## config.mk

```make
export PLATFORM = sky130hd
export DESIGN_NAME = tx_frame_packer
export DESIGN_NICKNAME = d
export VERILOG_FILES = /design/src/rtl/tx_frame_packer.sv
export SDC_FILE = /design/constraint.sdc
export NUM_CORES = 1
export LEC_CHECK = 0
export ABC_AREA = 0
export CORE_MARGIN = 3
export CORE_UTILIZATION = 61
export CTS_BUF_LIST = sky130_fd_sc_hd__clkbuf_4 sky130_fd_sc_hd__clkbuf_8 sky130_fd_sc_hd__clkbuf_16
export DETAILED_ROUTE_END_ITERATION = 8
export PLACE_DENSITY_LB_ADDON = 0.1
export SLEW_MARGIN = 20
export SYNTH_ARGS = -nofsm -noshare
export SYNTH_HDL_FRONTEND = slang
export SYNTH_SLANG_ARGS = --single-unit
```

## constraint.sdc

```tcl
create_clock -name i_clk -period 6 [get_ports i_clk]
set_clock_uncertainty 0.2 [all_clocks]
set_input_delay 1.2 -clock i_clk [delete_from_list [all_inputs] [get_ports i_clk]]
set_output_delay 1.2 -clock i_clk [all_outputs]
set_load 0.02 [all_outputs]
```

## src/rtl/tx_frame_packer.sv

```systemverilog
// Frame packer: wraps words from a latency-1 upstream FIFO into preamble/header/payload
// frames with idle-timeout padding, or forwards them untouched in bypass mode.
module tx_frame_packer #(
  parameter int unsigned       DATA_W       = 8,
  parameter int unsigned       PREAMBLE_LEN = 4,
  parameter logic [DATA_W-1:0] PREAMBLE_VAL = DATA_W'(8'hA5),
  parameter int unsigned       PAYLOAD_LEN  = 64,
  parameter logic [DATA_W-1:0] PAD_VAL      = '0,
  parameter int unsigned       IDLE_TIMEOUT = 16
) (
  input  logic              i_clk,
  input  logic              i_rst,
  input  logic              i_frame_on,
  input  logic              i_header_on,
  input  logic [DATA_W-1:0] i_fifo_in_data,
  input  logic              i_fifo_in_empty,
  output logic              o_fifo_in_re,
  output logic [DATA_W-1:0] o_data_out,
  output logic              o_data_out_valid,
  input  logic              i_data_out_ready,
  output logic              o_data_out_sof,
  output logic              o_data_out_eof,
  output logic [15:0]       o_frame_cnt,
  output logic              o_pad_event
);

  localparam int unsigned PRE_W = $clog2(PREAMBLE_LEN + 1);
  localparam int unsigned PAY_W = $clog2(PAYLOAD_LEN + 1);
  localparam int unsigned IDL_W = $clog2(IDLE_TIMEOUT + 1);

  localparam logic [PRE_W-1:0] PRE_LAST = PRE_W'(PREAMBLE_LEN - 1);
  localparam logic [PAY_W-1:0] PAY_LAST = PAY_W'(PAYLOAD_LEN - 1);
  localparam logic [PAY_W-1:0] PAY_FULL = PAY_W'(PAYLOAD_LEN);
  localparam logic [IDL_W-1:0] IDL_LAST = IDL_W'(IDLE_TIMEOUT - 1);

  typedef enum logic [2:0] {
    StIdle, StPreamble, StHeader, StPayload, StPad, StBypass
  } state_e;

  state_e            r_state;
  logic              r_hdr_on;
  logic [PRE_W-1:0]  r_pre_cnt;
  logic [PAY_W-1:0]  r_pay_cnt;
  logic [PAY_W-1:0]  r_rd_cnt;
  logic [IDL_W-1:0]  r_idle_cnt;
  logic              r_inflight;
  logic [15:0]       r_frame_cnt;
  logic              r_pad_event;

  logic [DATA_W-1:0] r_buf_data [2];
  logic              r_buf_sof  [2];
  logic              r_buf_eof  [2];
  logic [1:0]        r_buf_cnt;

  logic              w_xfer, w_space, w_wr_idx;
  logic              w_gen_push, w_gen_sof, w_gen_eof;
  logic [DATA_W-1:0] w_gen_data, w_hdr;
  logic              w_rd_want, w_re, w_occ_ok;
  logic [2:0]        w_occ;
  logic              w_push, w_push_sof, w_push_eof;
  logic [DATA_W-1:0] w_push_data;
  logic              w_idle_tick, w_to_fire;

  if (DATA_W > 16) begin : g_hdr_wide
    assign w_hdr = {{(DATA_W-16){1'b0}}, r_frame_cnt};
  end else begin : g_hdr_narrow
    assign w_hdr = r_frame_cnt[DATA_W-1:0];
  end

  assign o_data_out       = r_buf_data[0];
  assign o_data_out_valid = (r_buf_cnt != 2'd0);
  assign o_data_out_sof   = r_buf_sof[0] & o_data_out_valid;
  assign o_data_out_eof   = r_buf_eof[0] & o_data_out_valid;
  assign o_frame_cnt      = r_frame_cnt;
  assign o_pad_event      = r_pad_event;
  assign o_fifo_in_re     = w_re;

  assign w_xfer   = o_data_out_valid & i_data_out_ready;
  assign w_space  = (r_buf_cnt != 2'd2) | w_xfer;
  assign w_wr_idx = (r_buf_cnt == 2'd2) | ((r_buf_cnt == 2'd1) & ~w_xfer);

  // Locally generated words (preamble, header, pad); never coincide with a FIFO arrival.
  always_comb begin
    w_gen_push = 1'b0;
    w_gen_data = '0;
    w_gen_sof  = 1'b0;
    w_gen_eof  = 1'b0;
    case (r_state)
      StPreamble: begin
        w_gen_push = w_space;
        w_gen_data = PREAMBLE_VAL;
        w_gen_sof  = (r_pre_cnt == '0);
      end
      StHeader: begin
        w_gen_push = w_space;
        w_gen_data = w_hdr;
      end
      StPad: begin
        w_gen_push = w_space & (r_pay_cnt != PAY_FULL);
        w_gen_data = PAD_VAL;
        w_gen_eof  = (r_pay_cnt == PAY_LAST);
      end
      default: ;
    endcase
  end

  // The first payload read is issued alongside the last preamble/header word to avoid a bubble.
  always_comb begin
    w_rd_want = 1'b0;
    case (r_state)
      StPreamble: w_rd_want = w_gen_push & (r_pre_cnt == PRE_LAST) & ~r_hdr_on;
      StHeader:   w_rd_want = w_gen_push;
      StPayload:  w_rd_want = (r_rd_cnt != PAY_FULL);
      StBypass:   w_rd_want = ~i_frame_on;
      default:    w_rd_want = 1'b0;
    endcase
  end

  assign w_occ    = {2'b00, r_inflight} + {1'b0, r_buf_cnt} + {2'b00, w_gen_push};
  assign w_occ_ok = (w_occ <= (3'd1 + {2'b00, w_xfer}));
  assign w_re     = w_rd_want & ~i_fifo_in_empty & w_occ_ok;

  assign w_push      = w_gen_push | r_inflight;
  assign w_push_data = r_inflight ? i_fifo_in_data : w_gen_data;
  assign w_push_sof  = r_inflight ? 1'b0 : w_gen_sof;
  assign w_push_eof  = r_inflight ? ((r_state == StPayload) && (r_pay_cnt == PAY_LAST))
                                  : w_gen_eof;

  assign w_idle_tick = (r_state == StPayload) && (r_rd_cnt != PAY_FULL) && i_fifo_in_empty &&
                       !(!i_data_out_ready && (r_buf_cnt == 2'd2));
  assign w_to_fire   = w_idle_tick && (r_idle_cnt == IDL_LAST);

  always_ff @(posedge i_clk or posedge i_rst) begin
    if (i_rst) begin
      r_state     <= StIdle;
      r_hdr_on    <= 1'b0;
      r_pre_cnt   <= '0;
      r_pay_cnt   <= '0;
      r_rd_cnt    <= '0;
      r_idle_cnt  <= '0;
      r_inflight  <= 1'b0;
      r_frame_cnt <= '0;
      r_pad_event <= 1'b0;
    end else begin
      r_pad_event <= 1'b0;
      r_inflight  <= w_re;
      if (w_re && r_state != StBypass) r_rd_cnt <= r_rd_cnt + PAY_W'(1);
      if ((r_inflight && r_state == StPayload) || (w_gen_push && r_state == StPad)) begin
        r_pay_cnt <= r_pay_cnt + PAY_W'(1);
      end
      if (w_re)             r_idle_cnt <= '0;
      else if (w_idle_tick) r_idle_cnt <= r_idle_cnt + IDL_W'(1);
      if (w_xfer && o_data_out_eof) r_frame_cnt <= r_frame_cnt + 16'd1;

      case (r_state)
        StIdle: begin
          r_hdr_on   <= i_header_on;
          r_pre_cnt  <= '0;
          r_pay_cnt  <= '0;
          r_rd_cnt   <= '0;
          r_idle_cnt <= '0;
          if (!i_frame_on)           r_state <= StBypass;
          else if (!i_fifo_in_empty) r_state <= StPreamble;
        end
        StPreamble: begin
          if (w_gen_push) begin
            r_pre_cnt <= r_pre_cnt + PRE_W'(1);
            if (r_pre_cnt == PRE_LAST) r_state <= r_hdr_on ? StHeader : StPayload;
          end
        end
        StHeader: begin
          if (w_gen_push) r_state <= StPayload;
        end
        StPayload: begin
          if (w_xfer && o_data_out_eof) begin
            r_state <= StIdle;
          end else if (w_to_fire) begin
            // A read in flight lands this cycle and is counted before padding begins.
            r_state     <= StPad;
            r_pad_event <= 1'b1;
            r_idle_cnt  <= '0;
          end
        end
        StPad: begin
          if (w_xfer && o_data_out_eof) r_state <= StIdle;
        end
        StBypass: begin
          if (i_frame_on && !r_inflight && r_buf_cnt == 2'd0) r_state <= StIdle;
        end
        default: r_state <= StIdle;
      endcase
    end
  end

  // Two-entry skid buffer; entry 0 drives the output and only moves on a transfer.
  always_ff @(posedge i_clk or posedge i_rst) begin
    if (i_rst) begin
      r_buf_data[0] <= '0;
      r_buf_data[1] <= '0;
      r_buf_sof[0]  <= 1'b0;
      r_buf_sof[1]  <= 1'b0;
      r_buf_eof[0]  <= 1'b0;
      r_buf_eof[1]  <= 1'b0;
      r_buf_cnt     <= 2'd0;
    end else begin
      if (w_xfer) begin
        r_buf_data[0] <= r_buf_data[1];
        r_buf_sof[0]  <= r_buf_sof[1];
        r_buf_eof[0]  <= r_buf_eof[1];
      end
      if (w_push) begin
        r_buf_data[w_wr_idx] <= w_push_data;
        r_buf_sof[w_wr_idx]  <= w_push_sof;
        r_buf_eof[w_wr_idx]  <= w_push_eof;
      end
      r_buf_cnt <= r_buf_cnt - {1'b0, w_xfer} + {1'b0, w_push};
    end
  end

endmodule

```

# Word level (Yosys, flattened, before mapping)
# Index checks and enable logic that the tools add are counted.
[totals]
input_bits = 14
elab_cells = 140
out_inout_bits = 29
regBits = 66
[classes]
bitwise = 17
n_eq_ne = 21
n_lt_le_gt_ge = 3
add_sub_neg = 10
n_mux = 46
n_reduce_logical = 27
[ops]
columns = ["cell", "n"]
rows = [
  ["3-bit 2-to-1 mux", 10],
  ["7-bit 2-to-1 mux", 4],
  ["8-bit 2-to-1 mux", 3],
  ["5-bit 2-to-1 mux", 4],
  ["3-bit case mux with 6 select lines", 1],
  ["16-bit by 1-bit adder with 16-bit output (second input constant)", 1],
  ["16-bit bitwise mux", 1],
  ["16-bit 2-to-1 mux", 1],
  ["8-bit case mux with 2 select lines", 1],
  ["7-bit by 1-bit adder with 7-bit output (second input constant)", 2],
  ["7-bit inequality test (second input constant)", 2],
  ["1-bit logical AND", 13],
  ["1-bit 2-to-1 mux", 11],
  ["2-bit inequality test (second input constant)", 5],
  ["5-bit case mux with 2 select lines", 1],
  ["1-bit bitwise AND", 9],
  ["3-bit by 2-bit == test with 1-bit output (second input constant)", 3],
  ["8-bit demux with 1-bit select", 1],
  ["2-bit nonzero test", 4],
  ["7-bit by 6-bit == test with 1-bit output (second input constant)", 1],
  ["7-bit AND reduction", 1],
  ["3-bit == test (second input constant)", 2],
  ["3-bit zero test", 2],
  ["3-bit inequality test (second input constant)", 2],
  ["other kinds (30)", 39],
]

# Depth between registers and ports, before layout
# Gate-level depths: netlist of run 1.
[depth]
word_depth = 14
mapped_depth = 14
ltp_nobuf = 13

# Least setup slack after synthesis of run 1
# No wires, ideal clock.
[synth_path]
kind = "input -> output"
start = "input i_data_out_ready"
end = "output o_fifo_in_re"
required_ns = 4.600
setup_slack_ns = 1.090
t_arrival_ns = 3.510
stages = 12
path_buffers = 1
cell_sequence = "nor3b_1 -> a311o_1 -> buf_6 -> nand2_2 -> inv_1 -> fa_1 -> inv_1 -> fa_1 -> nor3b_1 -> o21ai_0 -> nand2_1 -> nor2_1"
[synth_via]
elab_chain_cells = 9
word_cells_on_any_way = 12
cone_classes = "add/sub (2); order compare (1); mux (2); bitwise (7)"
[synth_lines]
columns = ["item", "line", "source"]
rows = [
  ["from (decl)", "20", "input logic i_data_out_ready,"],
  ["1-bit bitwise AND (*)", "78", "assign w_xfer = o_data_out_valid & i_data_out_ready;"],
  ["parallel branches: the longest is 7 deep, another holds 3-bit by 1-bit adder with 3-bit output", "-", ""],
  ["1-bit bitwise AND (*)", "121", "assign w_re = w_rd_want & ~i_fifo_in_empty & w_occ_ok;"],
  ["to (decl)", "17", "output logic o_fifo_in_re,"],
]
# Mark *: on every way between the ends.

# Worst setup path in the final report of run 1
# Ends and elaborated chain as after synthesis.

==> flow_summary.yaml, run 1 <==
worst_setup_path:
  r2r_start: "r_state[0]"
  crit_type: "input port to output pin"
  cp-startpoint: "i_data_out_ready"
  arrival_ps: 4200
  end_kind: "output pin"
  crit_path_start_kind: "input port"
  r2r_cells: 12
  crit_required_ps: 4600
  cp_max_fo: 5
clock_network:
  numCtsBuffers: 9
  cts_root_buffer: "clkbuf_8"
  cts_tree: "built"
  cts.sinks: 66
  cts_max_path_buffers: 2
  clkTransAtPathRegs_ps: 70
  htree_levels: 3
  worstSkewPairLatency_ps: 340
cells_and_area:
  fillCellCount: 409
  multi_input_area_um2: 1810
  syn_to_final_growth_pct: 17.0
  diodes: 0
  final_nets: 439
  final-seq-area_um2: 1650
  drive_gt1_share_pct: 7.99
synth:
  synthMuxAreaShare_pct: 7.09
  syn-instance-count: 374
  synth_area_leaders: "dfrtp_1, mux2i_1, xnor2_1"
  seq_area_frac_synth_pct: 44.8
  syn-mean-instance-area_um2: 9.86
  synth.distinct_cells: 59
  synth_nets: 404
  synth_edf_count: 0
  synth-main-ff-cell: "dfrtp_1"
  synth_top_area_cell: "dfrtp_1"
  synth_top_area_share_pct: 44.8
  synth_xor_area_share_pct: 6.17
  synth_compound_area_share_pct: 11.5
  async_reset_ff_share_pct: 100
  synthTopCellsByCount: "dfrtp_1, nand2_1, mux2i_1, nor2_1, a21oi_1"
  syn_area_um2: 3690
  post-synth-top-count-cell: "dfrtp_1"
  synthAdderAreaFrac_pct: 5.83
  synth_top_family_by_area: "simple AND/OR/NAND/NOR gates"
  synth_warnings: 0
  postSynthRegisterBits: 66
  synth-simple-area-share_pct: 18.3
power_and_ir_drop:
  p_leak_nw: 1.97
  power_density_nw_per_um2: 428
  worst_ir_drop_vdd_mv: 0.244
route:
  routedWlPerCell_um: 16.0
  dr.pass1.iters: 4
  vias_per_cell: 5.65
  wirelength_um: 7770
  drc: 0
  routed-via-count: 2738
  drtIter0Drc: 92
  ant_nets: 0
worst_hold_path:
  hold_start: "o_frame_cnt[15]"
  min_path_cells: 1
  hold_class: "register to register"
run_status:
  status: "finished, final reports clean"
placement:
  io_buffers: 42
  gp_congestion: 0.814
  dp_hpwl_um: 5400
die:
  die_width_um: 83.8
  initial_core_util_pct: 65.0
  core_area_um2: 5680
  rows: 27
  dieArea_um2: 7020
  fp.dieH_um: 83.8
  io_pins: 43
global_route:
  antenna_found_initial: 0
  grt_max_degree: 67
  overflow: 0
  grt_pass1_wl_um: 13100
  grt_usage_pct: 23.2
  grt_pass1_vias: 2731
flow_run:
  max_cap_viol_count: 0
sta:
  fin_crit_sh_pct: 93.3
  tns_ps: 0
  finalHoldViolations: 0
  fmax_mhz: 179
  relSlewSlack_pct: 45.8
  grt_setup_unrepaired: "no"
  min_period_ps: 5600
  maxSlewViolCount: 0
  fin_hold_ws_ps: 278
  finalSetupViolCount: 0
  worstMarginPinSlew_ps: 813
==> through the flow <==
stage / total power, W / instance area, µm² / cells / utilization (%) / setup WS [ps]
after floorplan: 0.00126 / 3690 / 374 / - / 1090
after global placement: 0.00140 / 4090 / 470 / 72.1 / 197
after detailed placement: 0.00143 / 4090 / 470 / 72.1 / 88.2
after CTS: 0.00185 / 4310 / 485 / 75.9 / 46.6
after global routing: 0.00198 / 4310 / 485 / 76.0 / 227
final: 0.00185 / 4310 / 485 / 76.0 / 405
==> area by class of cell <==
cell class	instances	share of cell area [%]
Sequential cell	66	38.3
Inverter	19	1.65
Multi-Input combinational cell	264	41.9
Tap cell	72	2.09
Clock inverter	5	1.83
Clock buffer	10	3.19
Timing Repair Buffer	49	11.0
==> logic make-up after synthesis <==
family	after synthesis
AND/OR/NAND/NOR	130
AO/OA/AOI/OAI	66
flip-flops	66
buffers and inverters	44
XOR/XNOR	26
multiplexers	26
adder cells (fa/ha/maj)	16
==> path summary, 6_finish.rpt <==
kind	end	slack, ps
min in group asynchronous	r_pay_cnt[4]	1220
min	o_frame_cnt[15]	280
min reg2reg	o_frame_cnt[15]	280
max	o_fifo_in_re	400
max reg2reg	r_rd_cnt[5]	1980
max in group asynchronous	r_rd_cnt[6]	3850
==> report_power, final <==
group          switching [W]  total (W)  internal (W)
Combinational       0.000454   0.000795      0.000340
Clock               0.000172   0.000414      0.000242
Sequential          0.000107   0.000637      0.000530
==> layer usage <==
layer | track usage [%] | vias up | routed length (µm)
li1 | - | 1362 | -
met1 | 32.2 | 1307 | 3660
met2 | 36.1 | 57 | 3730
met3 | 4.24 | 12 | 265
met4 | 9.06 | 0 | 118
met5 | 0 | - | 0
==> worst max-delay path, cell delays in order <==
cell and delay [ps]:
clkdlybuf4s50_1 570, nor3b_1 100, a311o_1 310, nand2_2 100, inv_1 50, fa_1 350
inv_1 100, fa_1 430, nor3b_1 150, o21ai_0 230, nand2_1 140, nor2_1 200
dlymetal6s2s_1 260
==> placed cells by master (no fill, tap or decap), types with 11 or more instances in the layout <==
cell / count
o21ai_1: 11
inv_1: 18
xnor2_1: 22
mux2i_1: 25
nand2_1: 40
ha_1: 14
dfrtp_1: 66
nor2_1: 25
a21oi_1: 24
clkdlybuf4s50_1: 41
and3_1: 12
==> timing repair <==
action | in CTS | in global routing
endpoints found under the setup margin | 0 | 1
hold buffers | 0 | 0
gates resized for setup | 0 | 1
setup buffers | 0 | 0
(Power assumes the default switching activity.)
==> inputs of run 2 (changes only) <==
Settings changed: CORE_UTILIZATION 61 to 50.
==> flow_summary.yaml, run 2 (synthesis results as in run 1) <==
run_status:
  status: "finished, final reports clean"
global_route:
  overflow: 0
  antenna_found_initial: 0
  grt_pass1_wl_um: 13200
  grt_max_degree: 67
  grt_usage_pct: 19.7
  grt_pass1_vias: 2719
placement:
  dp_hpwl_um: 5490
  pre_cts_slack_ps: 118
  dpl-instance-area_um2: 4140
  gp_congestion: 0.831
  io_buffers: 42
sta:
  finalHoldViolations: 0
  relSlewSlack_pct: 44.3
  worstMarginPinSlew_ps: 836
  min_period_ps: 5530
  fin_crit_sh_pct: 92.2
  worst_slack_ps: 466
  grt_setup_unrepaired: "no"
  maxSlewViolCount: 0
  tns_ps: 0
  finalSetupViolCount: 0
  fmax_mhz: 181
cells_and_area:
  final_nets: 441
  fin_area_um2: 4350
  drive_gt1_share_pct: 8.65
  diodes: 0
  syn_to_final_growth_pct: 18.0
  final_common_cell: "dfrtp_1"
  layout_common_cells: "dfrtp_1, clkdlybuf4s50_1, nand2_1, nor2_1, mux2i_1"
worst_setup_path:
  crit_type: "input port to output pin"
  critPathMaxStageDelay_ps: 560
  r2r_cells: 12
  path_cells: "clkdlybuf4s50_1, nor3b_1, a311o_1, nand2_2, inv_1, fa_1, inv_1, fa_1, nor3b_1, o21ai_0, nand2_1, nor2_1, dlymetal6s2s_1"
  slowest_stage: "clkdlybuf4s50_1"
  arrival_ps: 4130
  cp-endpoint: "o_fifo_in_re"
  crit_required_ps: 4600
  end_kind: "output pin"
  cp_max_fo: 5
  cp.depth: 13
  regToRegEndpoint: "r_rd_cnt[5]"
  cp-startpoint: "i_data_out_ready"
  crit_path_start_kind: "input port"
  path_buf_inv: 4
  r2r_start: "r_state[1]"
  crit_family: "buffers and inverters"
  reg2reg_setup_slack_ps: 1990
clock_network:
  cts_root_buffer: "clkbuf_8"
  htree_levels: 3
  cts_hold_buf: 0
  cts.sinks: 66
  clkTransAtPathRegs_ps: 70
  post_cts_buffers: 0
  worstSkewPairLatency_ps: 350
  numCtsBuffers: 9
  cts_tree: "built"
  cts_max_path_buffers: 2
die:
  initial_core_util_pct: 52.8
  io_pins: 43
  core_area_um2: 6980
  die_width_um: 91.9
  rows: 30
  dieArea_um2: 8440
  fp.dieH_um: 91.9
power_and_ir_drop:
  power_frac_seq_pct: 33.4
  power_density_nw_per_um2: 419
  clock_power_share_pct: 21.5
  total_power_w: 0.00182
  p_leak_nw: 1.97
  switching_share_pct: 39.7
  p_switching_w: 0.000724
  internal_power_w: 0.00110
  power_frac_comb_pct: 45.2
  worst_ir_drop_vdd_mv: 0.244
route:
  drtIter0Drc: 104
  drc: 0
  routedWlPerCell_um: 15.0
  routed-via-count: 2730
  ant_nets: 0
  wl_met3_um: 296
  vias_per_cell: 5.33
  wl_met2_um: 3650
  highest_layer: "met4"
  dr.pass1.iters: 4
  wl_met1_um: 3620
  wirelength_um: 7690
worst_hold_path:
  hold_start: "o_frame_cnt[15]"
  hold_class: "register to register"
flow_run:
  max_cap_viol_count: 0
run 2: cell types whose count changed in the layout (fill, tap and decap cells not counted), sizes merged:
cell and change:
buf +2, bufinv -1, clkbuf +2, clkinv -2, clkinvlp +2
run 2: final cells by class:
| class | instances | area (µm²) |
|---|---|---|
| multi-input combinational | 264 | 1810 |
| clock inverter | 4 | 50.0 |
| clock buffer | 12 | 159 |
| fill | 632 | 2630 |
| timing repair buffer | 51 | 490 |
| tap | 96 | 120 |
| inverter | 19 | 71.3 |
| sequential | 66 | 1650 |
run 2: per-stage QoR:
step	hold slack (ps)	std cells	util, %
global route	306	512	62.3
CTS	283	512	62.3
floorplan	241	374	-
detailed placement	272	496	59.3
global placement	264	496	59.2
finish	272	512	62.3
run 2: how the worst min path moves through the flow:
| stage | cells past startpoint | endpoint |
|---|---|---|
| 6_report | 1 | o_frame_cnt[15] |
| 5_1_grt | 1 | o_frame_cnt[15] |
| 4_1_cts | 1 | o_frame_cnt[15] |
| 3_5_place_dp | 1 | o_frame_cnt[15] |
| 3_3_place_gp | 1 | r_rd_cnt[6] |
| 2_1_floorplan | 1 | r_rd_cnt[6] |
run 2: what timing repair did:
item | in CTS | in global routing
setup endpoints to repair | 0 | 1
endpoints found under the hold margin | 0 | 0
resized for setup | 0 | 1
run 2: layer usage:
metal,GRT usage (%),up-vias
li1,-,1364
met1,26.7,1319
met2,31.0,37
met3,4.59,10
met4,7.18,0
met5,0,-
run 2: worst reg2reg max path: stages (launching register included):
cell and delay (ps):
dfrtp_1 580, or3b_1 470, a311o_1 360, nand2_2 100, inv_1 60, fa_1 370
inv_1 100, fa_1 430, nor3b_1 150, o21ai_0 230, nand4_1 230, or4_1 520
a21oi_1 150
run 2: power groups by stage:
stage	sequential, W	clock [W]	combinational (W)
after floorplan	0.000591	0	0.000667
after global placement	0.000613	0	0.000802
after detailed placement	0.000617	0	0.000820
after CTS	0.000608	0.000402	0.000828
after global routing	0.000621	0.000418	0.000932
final	0.000608	0.000391	0.000823
